$ cat src/rtl/pipeline_mem_stage_pkg.sv
// Shared encodings for the MEM-stage load/store unit: access sizes and
// the request/acknowledge sequencer states.
package pipeline_mem_stage_pkg;

  typedef enum logic [1:0] {
    SZ_BYTE = 2'b00,
    SZ_HALF = 2'b01,
    SZ_WORD = 2'b10,
    SZ_FULL = 2'b11
  } memSizeE;

  typedef enum logic [1:0] {
    ST_IDLE = 2'b00,
    ST_BUSY = 2'b01,
    ST_DONE = 2'b10
  } memStateE;

endpackage

$ cat src/rtl/pipeline_mem_stage_lane_format.sv
// Big-endian byte-lane formatting: byte enables, store data replication and
// load data extraction with sign/zero extension. Lane 0 is the MSB byte.
module mem_lane_format
  import pipeline_mem_stage_pkg::*;
#(
  parameter int DATA_W = 32,
  localparam int NBYTES = DATA_W / 8,
  localparam int LANE_W = $clog2(NBYTES)
) (
  input  logic [LANE_W-1:0] addrLow,
  input  logic [1:0]        size,
  input  logic              sign,
  input  logic [DATA_W-1:0] storeData,
  input  logic [DATA_W-1:0] readData,
  output logic [NBYTES-1:0] byteEn,
  output logic [DATA_W-1:0] laneData,
  output logic [DATA_W-1:0] loadData
);

  localparam int SH_W = LANE_W + 4;

  logic [LANE_W:0]   numBytes;
  logic [LANE_W:0]   endLane;
  logic [SH_W-1:0]   shAmt;
  logic [DATA_W-1:0] shifted;
  logic [DATA_W-1:0] mask;
  logic              signBit;

  always_comb begin
    numBytes = '0;
    laneData = '0;
    mask     = '0;
    case (memSizeE'(size))
      SZ_BYTE: begin
        numBytes = (LANE_W+1)'(1);
        laneData = {NBYTES{storeData[7:0]}};
        mask     = DATA_W'(8'hFF);
      end
      SZ_HALF: begin
        numBytes = (LANE_W+1)'(2);
        laneData = {(NBYTES/2){storeData[15:0]}};
        mask     = DATA_W'(16'hFFFF);
      end
      SZ_WORD: begin
        numBytes = (LANE_W+1)'(4);
        laneData = {(NBYTES/4){storeData[31:0]}};
        mask     = DATA_W'(32'hFFFF_FFFF);
      end
      default: begin
        numBytes = (LANE_W+1)'(NBYTES);
        laneData = storeData;
        mask     = '1;
      end
    endcase
  end

  // The accessed lanes end at byte endLane; shifting by the bytes below it
  // right-aligns the field.
  assign endLane = {1'b0, addrLow} + numBytes;
  assign shAmt   = SH_W'(DATA_W) - {endLane, 3'b000};
  assign shifted = readData >> shAmt;

  always_comb begin
    byteEn = '0;
    for (int i = 0; i < NBYTES; i++) begin
      byteEn[i] = ((LANE_W+1)'(NBYTES-1-i) >= {1'b0, addrLow}) &&
                  ((LANE_W+1)'(NBYTES-1-i) < endLane);
    end
  end

  always_comb begin
    signBit = 1'b0;
    case (memSizeE'(size))
      SZ_BYTE: signBit = sign & shifted[7];
      SZ_HALF: signBit = sign & shifted[15];
      SZ_WORD: signBit = sign & shifted[31];
      default: signBit = 1'b0;
    endcase
    loadData = (shifted & mask) | (signBit ? ~mask : '0);
  end

endmodule

$ cat src/rtl/pipeline_mem_stage.sv
// MEM-stage load/store unit with a request/acknowledge memory port,
// wait-state tolerant stalling, misalignment detection and bus timeout.
module pipeline_mem_stage
  import pipeline_mem_stage_pkg::*;
#(
  parameter int DATA_W      = 32,
  parameter int ADDR_W      = 32,
  parameter int TIMEOUT_CYC = 15,
  localparam int NBYTES     = DATA_W / 8
) (
  input  logic              clk,
  input  logic              reset,
  input  logic              in_valid,
  input  logic              in_rd,
  input  logic              in_wr,
  input  logic [ADDR_W-1:0] in_addr,
  input  logic [DATA_W-1:0] in_wdata,
  input  logic [1:0]        in_size,
  input  logic              in_sign,
  input  logic [4:0]        in_rw,
  output logic              mem_req,
  output logic              mem_we,
  output logic [ADDR_W-1:0] mem_addr,
  output logic [NBYTES-1:0] mem_be,
  output logic [DATA_W-1:0] mem_wdata,
  input  logic              mem_ack,
  input  logic [DATA_W-1:0] mem_rdata,
  output logic              stall,
  output logic              out_valid,
  output logic [DATA_W-1:0] out_data,
  output logic [4:0]        out_rw,
  output logic              misalign_exc,
  output logic              bus_err
);

  localparam int LANE_W = $clog2(NBYTES);
  localparam int CNT_W  = $clog2(TIMEOUT_CYC + 1);

  memStateE          state, nextState;
  logic [ADDR_W-1:0] addrQ;
  logic [1:0]        sizeQ;
  logic              signQ;
  logic [DATA_W-1:0] wdataQ;
  logic [4:0]        rwQ;
  logic              weQ;
  logic [CNT_W-1:0]  cnt;

  logic              outValidQ;
  logic [DATA_W-1:0] outDataQ;
  logic [4:0]        outRwQ;
  logic              misQ;
  logic              busErrQ;

  logic              memOp;
  logic              misaligned;
  logic              timeoutHit;
  logic              stallComb;
  logic              busy;
  logic [NBYTES-1:0] fmtBe;
  logic [DATA_W-1:0] fmtWdata;
  logic [DATA_W-1:0] fmtLoad;

  assign memOp      = in_valid & (in_rd | in_wr);
  assign timeoutHit = (cnt == CNT_W'(TIMEOUT_CYC - 1));
  assign busy       = (state == ST_BUSY);

  always_comb begin
    misaligned = 1'b0;
    case (memSizeE'(in_size))
      SZ_HALF: misaligned = in_addr[0];
      SZ_WORD: misaligned = |in_addr[1:0];
      SZ_FULL: misaligned = |in_addr[LANE_W-1:0];
      default: misaligned = 1'b0;
    endcase
  end

  mem_lane_format #(
    .DATA_W(DATA_W)
  ) uFormat (
    .addrLow  (addrQ[LANE_W-1:0]),
    .size     (sizeQ),
    .sign     (signQ),
    .storeData(wdataQ),
    .readData (mem_rdata),
    .byteEn   (fmtBe),
    .laneData (fmtWdata),
    .loadData (fmtLoad)
  );

  always_comb begin
    nextState = state;
    stallComb = 1'b0;
    case (state)
      ST_IDLE: begin
        if (memOp && !misaligned) begin
          stallComb = 1'b1;
          nextState = ST_BUSY;
        end
      end
      ST_BUSY: begin
        stallComb = 1'b1;
        if (mem_ack || timeoutHit) begin
          nextState = ST_DONE;
        end
      end
      ST_DONE: nextState = ST_IDLE;
      default: nextState = ST_IDLE;
    endcase
  end

  // Result registers are one-cycle pulses except out_data/out_rw, which hold.
  always_ff @(posedge clk or posedge reset) begin
    if (reset) begin
      state     <= ST_IDLE;
      addrQ     <= '0;
      sizeQ     <= '0;
      signQ     <= 1'b0;
      wdataQ    <= '0;
      rwQ       <= '0;
      weQ       <= 1'b0;
      cnt       <= '0;
      outValidQ <= 1'b0;
      outDataQ  <= '0;
      outRwQ    <= '0;
      misQ      <= 1'b0;
      busErrQ   <= 1'b0;
    end else begin
      state     <= nextState;
      outValidQ <= 1'b0;
      misQ      <= 1'b0;
      busErrQ   <= 1'b0;
      case (state)
        ST_IDLE: begin
          cnt <= '0;
          if (memOp && !misaligned) begin
            addrQ  <= in_addr;
            sizeQ  <= in_size;
            signQ  <= in_sign;
            wdataQ <= in_wdata;
            rwQ    <= in_rw;
            weQ    <= in_wr;
          end else if (memOp) begin
            misQ <= 1'b1;
          end else if (in_valid) begin
            outValidQ <= 1'b1;
            outDataQ  <= DATA_W'(in_addr);
            outRwQ    <= in_rw;
          end
        end
        ST_BUSY: begin
          if (mem_ack) begin
            outValidQ <= 1'b1;
            outDataQ  <= weQ ? '0 : fmtLoad;
            outRwQ    <= rwQ;
            cnt       <= '0;
          end else if (timeoutHit) begin
            busErrQ  <= 1'b1;
            outDataQ <= '0;
            outRwQ   <= rwQ;
            cnt      <= '0;
          end else begin
            cnt <= cnt + CNT_W'(1);
          end
        end
        default: cnt <= '0;
      endcase
    end
  end

  // Stall is masked by reset so an in-flight access is released immediately.
  assign stall        = stallComb & ~reset;
  assign mem_req      = busy;
  assign mem_we       = busy & weQ;
  assign mem_addr     = busy ? {addrQ[ADDR_W-1:LANE_W], {LANE_W{1'b0}}} : '0;
  assign mem_be       = busy ? fmtBe : '0;
  assign mem_wdata    = busy ? fmtWdata : '0;
  assign out_valid    = outValidQ;
  assign out_data     = outDataQ;
  assign out_rw       = outRwQ;
  assign misalign_exc = misQ;
  assign bus_err      = busErrQ;

endmodule
$ cat config.mk
export PLATFORM = sky130hd
export DESIGN_NAME = pipeline_mem_stage
export DESIGN_NICKNAME = d
export VERILOG_FILES = /design/src/rtl/pipeline_mem_stage_pkg.sv /design/src/rtl/pipeline_mem_stage_lane_format.sv /design/src/rtl/pipeline_mem_stage.sv
export SDC_FILE = /design/constraint.sdc
export NUM_CORES = 1
export LEC_CHECK = 0
export BUFFER_PORTS_ARGS = -buffer_cell sky130_fd_sc_hd__buf_2
export CAP_MARGIN = 20
export CORE_MARGIN = 2
export CORE_UTILIZATION = 53
export CTS_BUF_LIST = sky130_fd_sc_hd__clkbuf_8
export DETAILED_ROUTE_END_ITERATION = 8
export PLACE_DENSITY = 0.9
export REMOVE_ABC_BUFFERS = 1
export SYNTH_ARGS = -nofsm -noshare
export SYNTH_HDL_FRONTEND = slang
export SYNTH_HIERARCHICAL = 1
export SYNTH_SLANG_ARGS = --single-unit
$ cat constraint.sdc
create_clock -name clk -period 3.9 [get_ports clk]
set_clock_uncertainty 0.1 [all_clocks]
set_input_delay 0.39 -clock clk [delete_from_list [all_inputs] [get_ports clk]]
set_output_delay 0.39 -clock clk [all_outputs]
set_load 0.005 [all_outputs]
* After elaboration in Yosys (flattened, before gate mapping)
Index checks and enable logic that the tools add are counted.
** Storage, ports and cells
- Bits in registers :: 119
- Output and inout bits :: 111
- Word-level logic and storage cells :: 103
** Operators by class
- Add/sub/neg operators :: 3
- Order comparisons :: 7
- Eq/ne operators :: 13
- Shift operators :: 1
- Muxes and demuxes :: 41
- Bitwise logic cells :: 11
- Reduce and logical (&&, ||, !) cells :: 14
** Operators with widths (number)
- 32-bit 2-to-1 mux :: 9
- 32-bit one-hot mux with 2 select lines :: 3
- 32-bit bitwise AND :: 1
- 32-bit NOT :: 1
- 32-bit bitwise OR :: 1
- 32-bit by 6-bit >> shifter with 32-bit output :: 1
- 5-bit 2-to-1 mux :: 5
- 4-bit 2-to-1 mux :: 4
- 1-bit 2-to-1 mux :: 11
- 5-bit one-hot mux with 2 select lines :: 1
- 2-bit inequality test (second input constant) :: 4
- 1-bit bitwise AND :: 6
- 2-bit by 1-bit equality test with 1-bit output (second input constant) :: 3
- 2-bit equality test (second input constant) :: 3
- 1-bit by 3-bit less-than comparator with 1-bit output (first input constant) :: 2
- 2-bit by 3-bit less-than comparator with 1-bit output (first input constant) :: 2
- 1-bit one-hot mux with 2 select lines :: 3
- 3-bit one-hot mux with 2 select lines :: 1
- 6-bit subtractor (first input constant) :: 1
- 5-bit AND reduction :: 1
- 4-bit by 1-bit adder with 4-bit output (second input constant) :: 1
- 4-bit equality test (second input constant) :: 1
- 1-bit by 2-bit >= comparator with 1-bit output (first input constant) :: 2
- 1-bit logical AND :: 4
- other kinds (15) :: 19

* Depth between registers and ports, before layout
Gate-level depths: netlist of the first run.
- Depth in word-level cells :: 12
- Mapped depth :: 13
- Gate-level depth less buffers :: 11

* By module
Netlist of the first run, hierarchy kept.
** Modules (own cells, without submodules)
- pipeline_mem_stage :: instances 1, cells each 397, area each 5345.1 um^2, sequential area each 2977.9 um^2
- mem_lane_format :: instances 1, cells each 191, area each 1376.3 um^2, sequential area each 0.0 um^2

* Worst setup path after synthesis of the first run
Ideal clock, no wire load.
- Kind :: register to register
- From :: register sizeQ[0]
- To :: register outDataQ[2], in the netlist out_data[2]
- Library setup time :: 0.125 ns
- Data arrival time :: 2.756 ns
- Path slack :: 0.920 ns
- Cell stages (with the launch flop) :: 12
- Clock period less this slack :: 2.980 ns
- Path through :: dfrtp_1 -> inv_1 -> ha_1 -> ha_1 -> ha_1 -> buf_4 -> buf_2 -> clkbuf_1 -> mux4_2 -> nor2b_1 -> a22o_1 -> mux2_2
** Between the ends
- Cells in the longest elaborated chain, start to end :: 12
- Elaborated cells on any way between the ends :: 17
- Those cells by class :: add/sub: 2; eq/ne: 2; shift: 1; mux: 6; bitwise: 5; reduce/logical: 1
** Ends and longest elaborated chain
- from (decl) :: line pipeline_mem_stage.sv:41 : logic [1:0] sizeQ;
- from (signal assigned) :: line pipeline_mem_stage.sv:137 : sizeQ <= in_size;
- 2-bit by 1-bit equality test with 1-bit output or 2-bit logical NOT (tied branches) :: line pipeline_mem_stage_lane_format.sv:33, pipeline_mem_stage_lane_format.sv:73
- 3-bit one-hot mux with 2 select lines :: line pipeline_mem_stage_lane_format.sv:33 : case (memSizeE'(size))
- 2-bit by 3-bit adder with 3-bit output :: line pipeline_mem_stage_lane_format.sv:59 : assign endLane = {1'b0, addrLow} + numBytes;
- 6-bit subtractor :: line pipeline_mem_stage_lane_format.sv:60 : assign shAmt = SH_W'(DATA_W) - {endLane, 3'b000};
- 32-bit by 6-bit >> shifter with 32-bit output :: line pipeline_mem_stage_lane_format.sv:61 : assign shifted = readData >> shAmt;
- 1-bit bitwise AND (on tied branches) :: line pipeline_mem_stage_lane_format.sv:76, pipeline_mem_stage_lane_format.sv:74, pipeline_mem_stage_lane_format.sv:75
- 1-bit one-hot mux with 3 select lines :: line pipeline_mem_stage_lane_format.sv:73 : case (memSizeE'(size))
- 32-bit 2-to-1 mux :: line pipeline_mem_stage_lane_format.sv:79 : loadData = (shifted & mask) | (signBit ? ~mask : '0);
- 32-bit bitwise OR * :: line pipeline_mem_stage_lane_format.sv:79
- named net fmtLoad[2] :: line pipeline_mem_stage.sv:61 : logic [DATA_W-1:0] fmtLoad;
- 32-bit 2-to-1 mux * :: line pipeline_mem_stage.sv:153 : outDataQ <= weQ ? '0 : fmtLoad;
- 32-bit 2-to-1 mux * :: line pipeline_mem_stage.sv:151 : if (mem_ack) begin
- 32-bit one-hot mux with 2 select lines * :: line pipeline_mem_stage.sv:132 : case (state)
- to (signal assigned) :: line pipeline_mem_stage.sv:146 : outDataQ <= DATA_W'(in_addr);
- to (signal assigned) :: line pipeline_mem_stage.sv:153
- to (decl) :: line pipeline_mem_stage.sv:49 : logic [DATA_W-1:0] outDataQ;
Mark *: on every way through the listed nets, which the timed path passes. The rest lies on a longest branch.
A chain may end at the register's enable or synchronous reset.

* Worst setup path after layout of the first run
- From :: register sizeQ[0]
- To :: register outDataQ[18], in the netlist out_data[18]
Same word-level chain as after synthesis.

==> flow_metrics.tcl, run 1 <==
set metrics [dict create \
    areaGrowthSynthToFinish_pct 22.84 \
    synth_cells 588 \
    path_buf_inv 1 \
    r2r_slack_ns 0.57 \
    numCtsBuffers 17 \
    cap_violations 0 \
    hp-class "in -> reg" \
    cts_sinks 119 \
    grt_overflow 0 \
    yosysSeqAreaShare 0.4430 \
    synth-seq-cells 119 \
    worstSetupEndpointType "flop" \
    cp_common_cell "ha_1" \
    drive_above_1_share 0.5025 \
    period_share 0.8527 \
    ant_nets 0 \
    synth_mux_area_frac 0.2565 \
    design_area_um2 8257 \
    wl_per_cell_um 17.55 \
    synth_top_family_by_area "multiplexers" \
    drt_iter0_markers 303 \
    synth_flop_cell "dfrtp_1" \
    worstSetupPathType "reg -> reg" \
    r2r_cells 11 \
    r2r_end "out_data[18]$_DFFE_PP0P_" \
    yosys.area_share.xor_xnor 0.007818 \
    grt_pass1_wl_mm 26.01 \
    htreeDepth 4 \
    outcome "finished clean" \
    die_w_um 116.6 \
    r2r_start "sizeQ[0]$_DFFE_PP0P_" \
    die-area_um2 13600 \
    drtPass1Iterations 5 \
    synth_edf_count 0 \
    cts_tree "done" \
    vias 5349 \
    start_kind "flop" \
    cts-root-buf "clkbuf_8" \
    grt_pass1_vias 5076 \
    max_stage_delay_ns 0.46 \
    synth_top_area_cell "dfrtp_1" \
    cts_max_path_buffers 2 \
    drv_slew 0 \
    fp.dieH_um 116.6 \
    initial_utilization 0.5370 \
    leakage_nw 4.116 \
    dp_slack_ns 0.6067 \
    ys_types 46 \
    synth.area.top_cells "dfrtp_1 44%, mux2_2 21%, and2_1 6.4%" \
    netlist_area_um2 6721 \
    setup_tns_ns 0 \
    ys.warnings.count 6 \
    finalSetupViolations 0 \
    drc 0 \
    crit_chain "inv_1, ha_1, ha_1, ha_1, or2_2, xor2_1, o311ai_0, nand3_2, o21ai_0, a22o_1, mux2_2" \
    async_reset_ff_frac 1.000 \
    fill_cells 1030 \
    synth_compound_area_frac 0.09996 \
    tightest_slew_ns 0.8253 \
    fin_nets 908 \
    setup.worst_path.start "sizeQ[0]$_DFFE_PP0P_" \
    dp_hpwl_mm 12.23 \
    slew_headroom 0.4492 \
    cp.depth 11 \
    path_clk_slew_ns 0.06 \
    timing.final.ws_setup_ns 0.5743 \
    place.gp.congestion 0.8226 \
    synthAdderAreaFrac 0.01862 \
    boundaryPins 221 \
    rows 41 \
    synth_top_area_frac 0.4430 \
    slowest_stage "o311ai_0" \
    vdd_ir_drop_max_uv 459.2 \
    grt_max_degree 51 \
    avgSynthCellArea_um2 11.43 \
    p_total_mw 5.802 \
    viasPerCell 5.486 \
    cpLargestDelayFamily "compound AO/OA/AOI/OAI gates" \
    rsz0062_at_grt "false" \
    cp_max_fo 16 \
    yosys.area_share.simple 0.1257 \
    numPortBuffers 218 \
    required_ns 4.17 \
    routed_wl_mm 17.12 \
    max_freq_mhz 300.7 \
    antenna_found_initial 3 \
    p_per_area_nw_per_um2 702.8 \
    clk_latency_ns 0.42 \
    track_usage 0.2526 \
    fin_crit_ns 3.326 \
    core-area_um2 12520 \
    hold_violations 0 \
    postCtsSetupBuffers 0 \
    place_area_um2 7881 \
    cp.arrival_ns 3.59 \
    crit_end "out_data[18]$_DFFE_PP0P_" \
]
-- cell families (layout without fill, tap and decap cells) --
kind of cell	after synthesis	in the layout
and+or+nand+nor	153	153
muxes	148	148
DFF	119	119
AOI/OAI and AO/OA	89	89
buffers and inverters	62	271
adders and majority gates	10	10
xor gates and xnor gates	6	6
other	1	7
-- stage by stage --
stage	hold WS [ns]	util	cells
after floorplan	0.3536	-	536
after global placement	0.3786	0.6296	940
after detailed placement	0.3845	0.6296	940
after CTS	0.04885	0.6586	970
after global routing	0.06409	0.6590	972
final	0.08657	0.6596	975
-- layout make-up --
class                           instances  area [µm²]  share of cell area
Sequential cell                       119        2978              0.3607
Multi-Input combinational cell        408        3443              0.4170
Tap cell                              172       215.2             0.02606
Timing Repair Buffer                  233        1219              0.1476
Clock inverter                          5       22.52            0.002728
Antenna cell                            5       12.51            0.001515
Clock buffer                           24       330.3             0.04001
Inverter                                9       36.28            0.004395
-- worst min-delay path by stage --
| stage | start | to | slack, ns | cells after the start |
|---|---|---|---|---|
| CTS | mem_ack | bus_err$_DFF_PP0_ | 0.05 | 2 |
| global placement | addrQ[7]$_DFFE_PP0P_ | addrQ[7]$_DFFE_PP0P_ | 0.38 | 1 |
| floorplan | cnt[0]$_DFF_PP0_ | cnt[0]$_DFF_PP0_ | 0.35 | 1 |
| global route | mem_ack | bus_err$_DFF_PP0_ | 0.06 | 2 |
| detailed placement | addrQ[14]$_DFFE_PP0P_ | addrQ[14]$_DFFE_PP0P_ | 0.38 | 1 |
| finish | mem_ack | bus_err$_DFF_PP0_ | 0.09 | 2 |
-- placed cells by master, fill, tap and decap left out, drive strengths merged, types with 4 or more instances in the layout --
cell type | netlist | final
a22o | 40 | 40
mux4 | 7 | 7
dfrtp | 119 | 119
mux2 | 124 | 124
a31oi | 7 | 7
a21oi | 6 | 6
nand2 | 36 | 36
buf | 33 | 232
nand3 | 4 | 4
diode | 0 | 5
nor2 | 17 | 17
and2 | 69 | 69
o21ai | 19 | 19
mux2i | 17 | 17
nor2b | 7 | 7
a22oi | 9 | 9
ha | 10 | 10
inv | 9 | 11
clkbuf | 20 | 24
-- cells in the mapped netlist (2+ instances only) --
master,count
xnor2_1,3
ha_1,10
inv_1,9
buf_4,11
a22oi_1,8
clkbuf_1,20
nor3b_1,3
a211oi_1,2
nor2b_1,7
buf_2,14
nand3_1,3
a22o_1,40
mux2i_1,17
dfrtp_1,119
nor3_1,3
nand2_1,36
a21oi_1,6
xor2_1,3
nor2_1,17
or3_1,2
or2_2,3
mux2_2,124
mux4_2,7
a31oi_1,7
buf_6,4
nor4bb_1,2
o21ai_1,4
buf_1,4
and2_1,69
o21ai_0,15
-- power breakdown --
group / switching [mW] / total (mW) / leakage (nW) / internal, mW
Combinational: 1.38 / 2.80 / 2.49 / 1.42
Clock: 0.446 / 0.986 / 0.195 / 0.540
Sequential: 0.289 / 2.02 / 1.43 / 1.73
-- timing repair --
| item | in CTS | in global routing |
|---|---|---|
| hold buffers | 1 | 0 |
| resized for setup | 0 | 0 |
| endpoints found under the hold margin | 47 | 0 |
-- per-layer routing --
metal / share of wire / GRT usage / vias to the layer above
li1: - / - / 2484
met1: 0.41 / 0.3261 / 2631
met2: 0.50 / 0.4043 / 203
met3: 0.066 / 0.06642 / 31
met4: 0.024 / 0.1098 / 0
met5: 0 / 0 / -
-- registers in the layout, summed over array words and instances, names as in the netlist --
register	cells
addrQ	32
bus_err	1
cnt	4
misalign_exc	1
out_data	32
out_rw	5
out_valid	1
rwQ	5
signQ	1
sizeQ	2
state	2
wdataQ	32
weQ	1
Power figures use the tool's default switching activity.
==> run 2: changes to the inputs <==
--- a/config.mk
+++ b/config.mk
@@ -5,10 +5,11 @@
 export SDC_FILE = /design/constraint.sdc
 export NUM_CORES = 1
 export LEC_CHECK = 0
+export ABC_AREA = 1
 export BUFFER_PORTS_ARGS = -buffer_cell sky130_fd_sc_hd__buf_2
 export CAP_MARGIN = 20
 export CORE_MARGIN = 2
-export CORE_UTILIZATION = 53
+export CORE_UTILIZATION = 54
 export CTS_BUF_LIST = sky130_fd_sc_hd__clkbuf_8
 export DETAILED_ROUTE_END_ITERATION = 8
 export PLACE_DENSITY = 0.9
==> constraint.sdc (replaced) <==
create_clock -name clk -period 3.9 [get_ports clk]
set_clock_uncertainty 0.1 [all_clocks]
set_input_delay 0.78 -clock clk [delete_from_list [all_inputs] [get_ports clk]]
set_output_delay 0.78 -clock clk [all_outputs]
set_load 0.005 [all_outputs]
==> run 2 against run 1 <==
Worst setup slack worse by 0.25 ns. Maximum frequency fell by 7.1%. Via count rose by 40%. First-iteration DRC count grew 96%. Worst hold slack gained 0.28 ns. Register-to-register slack lost 0.02 ns. Wire length grew 22%. Die area rose by 4.9%. Non-clock buffer count decreased by 3. Critical path depth fell by 1. Cell area up 4.2%. Synthesized area grew 7.1%. Largest cell class unchanged. Largest power group unchanged.
==> flow_metrics.tcl, run 2 <==
set metrics [dict create \
    viasPerCell 5.259 \
    post_cts_resized 0 \
    fin_nets 1358 \
    yosysSeqAreaShare 0.4138 \
    r2r_end "out_data[24]$_DFFE_PP0P_" \
    ys.warnings.count 6 \
    finalSetupViolations 0 \
    r2r_start "sizeQ[0]$_DFFE_PP0P_" \
    cts_max_path_buffers 2 \
    synth_top_area_frac 0.4138 \
    rows 42 \
    synth-seq-cells 119 \
    core-area_um2 13140 \
    p_total_mw 5.564 \
    rsz0062_at_grt "false" \
    vdd_ir_drop_max_uv 291.3 \
    track_usage 0.2991 \
    cp.arrival_ns 2.70 \
    p_per_area_nw_per_um2 646.8 \
    synth_cells 1058 \
    synth_common_cells "395 x nand2_1, 122 x inv_1, 119 x dfrtp_1" \
    postCtsHoldBufs 0 \
    slew_headroom 0.3052 \
    initial_utilization 0.5477 \
    netlist_area_um2 7196 \
    dp_hpwl_mm 14.14 \
    async_reset_ff_frac 1.000 \
    synth_flop_cell "dfrtp_1" \
    r2r_cells 16 \
    fin_crit_ns 3.579 \
    diodes 0 \
    worstSetupPathType "reg -> out" \
    grt_overflow 0 \
    final_cell_mix "394 x nand2_1, 218 x buf_2, 123 x inv_1" \
    routed_wl_mm 20.89 \
    period_share 0.9178 \
    avgSynthCellArea_um2 6.801 \
    areaGrowthSynthToFinish_pct 19.54 \
    tightest_slew_ns 1.042 \
    synth.most_common_cell "nand2_1" \
    cts-root-buf "clkbuf_8" \
    drive_above_1_share 0.2285 \
    grt_pass1_wl_mm 33.82 \
    ys_types 33 \
    path_clk_slew_ns 0.07 \
    required_ns 3.02 \
    cap_violations 0 \
    die_w_um 119.4 \
    synth.area.top_cells "dfrtp_1 41%, nand2_1 21%, nand3_1 7.7%" \
    max_freq_mhz 279.4 \
    hold_violations 0 \
    drtPass1Iterations 5 \
    numCtsBuffers 17 \
    dp_slack_ns 0.5806 \
    boundaryPins 221 \
    leakage_nw 5.158 \
    place_area_um2 8232 \
    wl_per_cell_um 14.68 \
    crit_end "mem_be[1]" \
    place.gp.congestion 0.9198 \
    start_kind "flop" \
    htreeDepth 4 \
    worstSetupEndpointType "output pin" \
    clk_latency_ns 0.44 \
    vias 7484 \
    r2r_slack_ns 0.55 \
    cts_tree "done" \
    hp-class "in -> async" \
    cp_max_fo 17 \
    postCtsSetupBuffers 0 \
    die-area_um2 14260 \
    numPortBuffers 218 \
    ant_nets 0 \
    outcome "finished clean" \
    drv_slew 0 \
    setup.worst_path.start "sizeQ[0]$_DFFE_PP0P_" \
    timing.final.ws_setup_ns 0.3206 \
    drt_iter0_markers 594 \
    synth_top_area_cell "dfrtp_1" \
    cts_sinks 119 \
    setup_tns_ns 0 \
    grt_max_degree 96 \
    drc 0 \
    final_common_cell "nand2_1" \
    antenna_found_initial 0 \
    design_area_um2 8602 \
    fp.dieH_um 119.4 \
    grt_pass1_vias 6902 \
    synth_edf_count 0 \
    postLayoutCoreUtil 0.6548 \
]
[run 2: cell types whose count changed after synthesis, sizes merged, moves of 17 or more]
cell / change
o21ai: +47
o22ai: +21
buf: +19
mux2i: -17
and2: -69
nand2: +369
nor2: +79
mux2: -124
inv: +117
a22o: -40
nand3: +113
[run 2: logic make-up after synthesis]
logic type | count (synthesis) | synth area share
AND/OR/NAND/NOR | 627 | 0.3636
buffers and inverters | 197 | 0.1217
flip-flops | 119 | 0.4138
AO/OA/AOI/OAI | 101 | 0.07929
adder cells (fa/ha/maj) | 10 | 0.01739
XOR/XNOR | 3 | 0.003652
other | 1 | 0.0005211
[run 2: layout make-up]
cell class,instances,area (µm²)
fill,1212,4536
sequential,119,2978
timing repair buffer,230,1201
tap,176,220.2
clock inverter,6,52.55
clock buffer,22,302.8
inverter,127,479.2
multi-input combinational,743,3368
[run 2: stage by stage]
step,instances,hold slack (ns)
after detailed placement,1394,0.3582
after global routing,1423,0.3810
after global placement,1394,0.3533
after CTS,1422,0.3679
final,1423,0.3624
after floorplan,989,0.3419
[run 2: power breakdown]
| group | internal (mW) | leakage [nW] | switching [mW] |
|---|---|---|---|
| combinational | 0.944 | 3.46 | 1.75 |
| clock | 0.566 | 0.195 | 0.464 |
| sequential | 1.61 | 1.50 | 0.232 |
| total | 3.12 | 5.16 | 2.45 |
[run 2: layer usage]
metal | GRT usage | part of all wire | vias up
met3 | 0.07088 | 0.079 | 50
met1 | 0.4002 | 0.42 | 3456
met2 | 0.4738 | 0.48 | 355
li1 | - | - | 3623
met4 | 0.1132 | 0.027 | 0
met5 | 0 | 0 | -
[run 2: critical path, cell delays in order (launching register included)]
cell and delay [ns]:
dfrtp_1 0.42, inv_1 0.11, ha_1 0.22, ha_1 0.57
nand2_4 0.24, inv_1 0.17, o21ai_0 0.14, inv_1 0.08
inv_1 0.04, nor2_1 0.10, buf_2 0.15
[run 2: how the worst min path moves through the flow]
stage	startpoint	to	slack, ns	cells past startpoint
final	reset	out_rw[1]$_DFFE_PP0P_	0.36	2
after global routing	addrQ[19]$_DFFE_PP0P_	addrQ[19]$_DFFE_PP0P_	0.38	2
after CTS	reset	out_rw[4]$_DFFE_PP0P_	0.37	2
after detailed placement	wdataQ[14]$_DFFE_PP0P_	wdataQ[14]$_DFFE_PP0P_	0.36	2
after global placement	weQ$_DFFE_PP0P_	weQ$_DFFE_PP0P_	0.35	2
after floorplan	addrQ[10]$_DFFE_PP0P_	addrQ[10]$_DFFE_PP0P_	0.34	2
==> run 3: changes to the inputs <==
--- a/config.mk
+++ b/config.mk
@@ -13,7 +13,6 @@
 export CTS_BUF_LIST = sky130_fd_sc_hd__clkbuf_8
 export DETAILED_ROUTE_END_ITERATION = 8
 export PLACE_DENSITY = 0.9
-export REMOVE_ABC_BUFFERS = 1
 export SYNTH_ARGS = -nofsm -noshare
 export SYNTH_HDL_FRONTEND = slang
 export SYNTH_HIERARCHICAL = 1
==> constraint.sdc (replaced) <==
create_clock -name clk -period 3.3 [get_ports clk]
set_clock_uncertainty 0.1 [all_clocks]
set_input_delay 0.66 -clock clk [delete_from_list [all_inputs] [get_ports clk]]
set_output_delay 0.66 -clock clk [all_outputs]
set_load 0.005 [all_outputs]
==> run 3 against run 2 <==
Sequential cell count did not move. First-iteration DRC count rose by 35%. Largest cell class unchanged. Combinational power rose by 23%. Final cell count rose by 0.84%. Critical endpoint unchanged. Critical path depth rose by 3. Sequential power rose by 19%. Highest routed layer unchanged.
==> flow_metrics.tcl, run 3 (synthesized netlist as in run 2, its figures left out) <==
set metrics [dict create \
    areaGrowthSynthToFinish_pct 21.39 \
    max_freq_mhz 321.1 \
    initial_utilization 0.5477 \
    grt_pass1_vias 6975 \
    fill_cells 1164 \
    period_share 0.9438 \
    vias 7625 \
    drtPass1Iterations 8 \
    cp.arrival_ns 2.35 \
    antenna_found_initial 0 \
    path_clk_slew_ns 0.07 \
    outcome "finished clean" \
    finalSetupViolations 0 \
    final_cell_mix "394 x nand2_1, 218 x buf_2, 125 x inv_1" \
    required_ns 2.54 \
    wl_per_cell_um 15.43 \
    hold_violations 0 \
    dp_hpwl_mm 15.83 \
    drt_iter0_markers 800 \
    fp.dieH_um 119.4 \
    grt_max_degree 120 \
    viasPerCell 5.314 \
    cts_tree "done" \
    core-area_um2 13140 \
    ant_nets 0 \
    final_common_cell "nand2_1" \
    rows 42 \
    vdd_ir_drop_max_uv 462.7 \
    grt_overflow 0 \
    tightest_slew_ns 0.8445 \
    routed_wl_mm 22.14 \
    diodes 0 \
    start_kind "flop" \
    boundaryPins 221 \
    cap_violations 0 \
    cts-root-buf "clkbuf_8" \
    leakage_nw 5.229 \
    hp-class "in -> async" \
    drc 0 \
    cp_max_fo 6 \
    htreeDepth 4 \
    cts_max_path_buffers 2 \
    drv_slew 0 \
    slowest_stage "dfrtp_2" \
    drive_above_1_share 0.2367 \
    timing.final.ws_setup_ns 0.1856 \
    max_stage_delay_ns 0.40 \
    setup_tns_ns 0 \
    crit_chain "inv_1, ha_1, ha_1, ha_1, inv_1, nand2_1, nand2_2, nand2_4, o21ai_2, inv_1, inv_1, nor2_1, buf_2" \
    die_w_um 119.4 \
    r2r_end "out_data[20]$_DFFE_PP0P_" \
    r2r_slack_ns 0.22 \
    crit_end "mem_be[1]" \
    p_per_area_nw_per_um2 796.1 \
    worstSetupPathType "reg -> out" \
    r2r_start "sizeQ[0]$_DFFE_PP0P_" \
    dp_slack_ns 0.2405 \
    die-area_um2 14260 \
    fin_nets 1366 \
    cp_common_cell "inv_1" \
    track_usage 0.3141 \
    slew_headroom 0.4370 \
    cts_sinks 119 \
    worstSetupEndpointType "output pin" \
    r2r_cells 15 \
    place.gp.congestion 0.9478 \
    setup.worst_path.start "sizeQ[0]$_DFFE_PP0P_" \
    fin_crit_ns 3.114 \
    numCtsBuffers 17 \
    postCtsHoldBufs 0 \
    rsz0062_at_grt "false" \
    numPortBuffers 218 \
    clk_latency_ns 0.44 \
    grt_pass1_wl_mm 35.21 \
]
## run 3: changes by cell type in the layout (fill, tap and decap cells not counted), moves of 2 or more
cell,delta
buf_4,+9
bufinv_16,+3
clkbuf_8,-2
inv_1,+2
## run 3: how the worst min path moves through the flow
stage	end	cells past startpoint	start
global route	bus_err$_DFF_PP0_	2	mem_ack
global placement	addrQ[24]$_DFFE_PP0P_	2	addrQ[24]$_DFFE_PP0P_
floorplan	addrQ[10]$_DFFE_PP0P_	2	addrQ[10]$_DFFE_PP0P_
detailed placement	wdataQ[18]$_DFFE_PP0P_	2	wdataQ[18]$_DFFE_PP0P_
CTS	bus_err$_DFF_PP0_	2	mem_ack
finish	bus_err$_DFF_PP0_	3	reset
## run 3: per-stage QoR
| step | util | total power, mW | hold slack [ns] | cell area (µm²) | cells |
|---|---|---|---|---|---|
| floorplan | - | 4.448 | 0.3419 | 7203 | 1059 |
| global placement | 0.6301 | 5.326 | 0.3537 | 8278 | 1401 |
| detailed placement | 0.6301 | 5.419 | 0.3585 | 8278 | 1401 |
| CTS | 0.6637 | 6.891 | 0.3025 | 8720 | 1434 |
| global route | 0.6649 | 7.490 | 0.3113 | 8735 | 1435 |
| finish | 0.6649 | 6.954 | 0.3297 | 8735 | 1435 |
## run 3: repair_timing
item / CTS / global route
pin swaps: 0 / 0
buffers inserted: 1 / 1
gates resized for setup: 0 / 4
setup endpoints to repair: 1 / 19
gates cloned: 0 / 0
## run 3: report_power, final
part	internal, mW	switching, mW	total, mW
clock	0.870	0.577	1.45
sequential	1.90	0.295	2.19
combinational	1.17	2.14	3.32
## run 3: cell type report
class | count | area [µm²] | share of cell area
well taps | 176 | 220.2 | 0.02521
flip-flops and latches | 119 | 2979 | 0.3411
multi-input cells | 743 | 3367 | 0.3855
inverters | 127 | 480.5 | 0.05501
repair buffers | 238 | 1254 | 0.1435
clock inverters | 12 | 158.9 | 0.01819
clock buffers | 20 | 275.3 | 0.03151
## run 3: metal layers
| layer | part of all wire | global-route usage |
|---|---|---|
| met5 | 0 | 0 |
| met4 | 0.043 | 0.1493 |
| met3 | 0.083 | 0.05939 |
| met2 | 0.46 | 0.4860 |
| met1 | 0.41 | 0.4272 |
## run 3: worst max-delay path, delay by kind of cell, from the launching register on
kind / cells / cell delay [ns]
fa+ha+maj: 3 / 0.57
flops: 1 / 0.40
buf+inv: 5 / 0.40
simple gates: 4 / 0.39
compound gates: 1 / 0.15
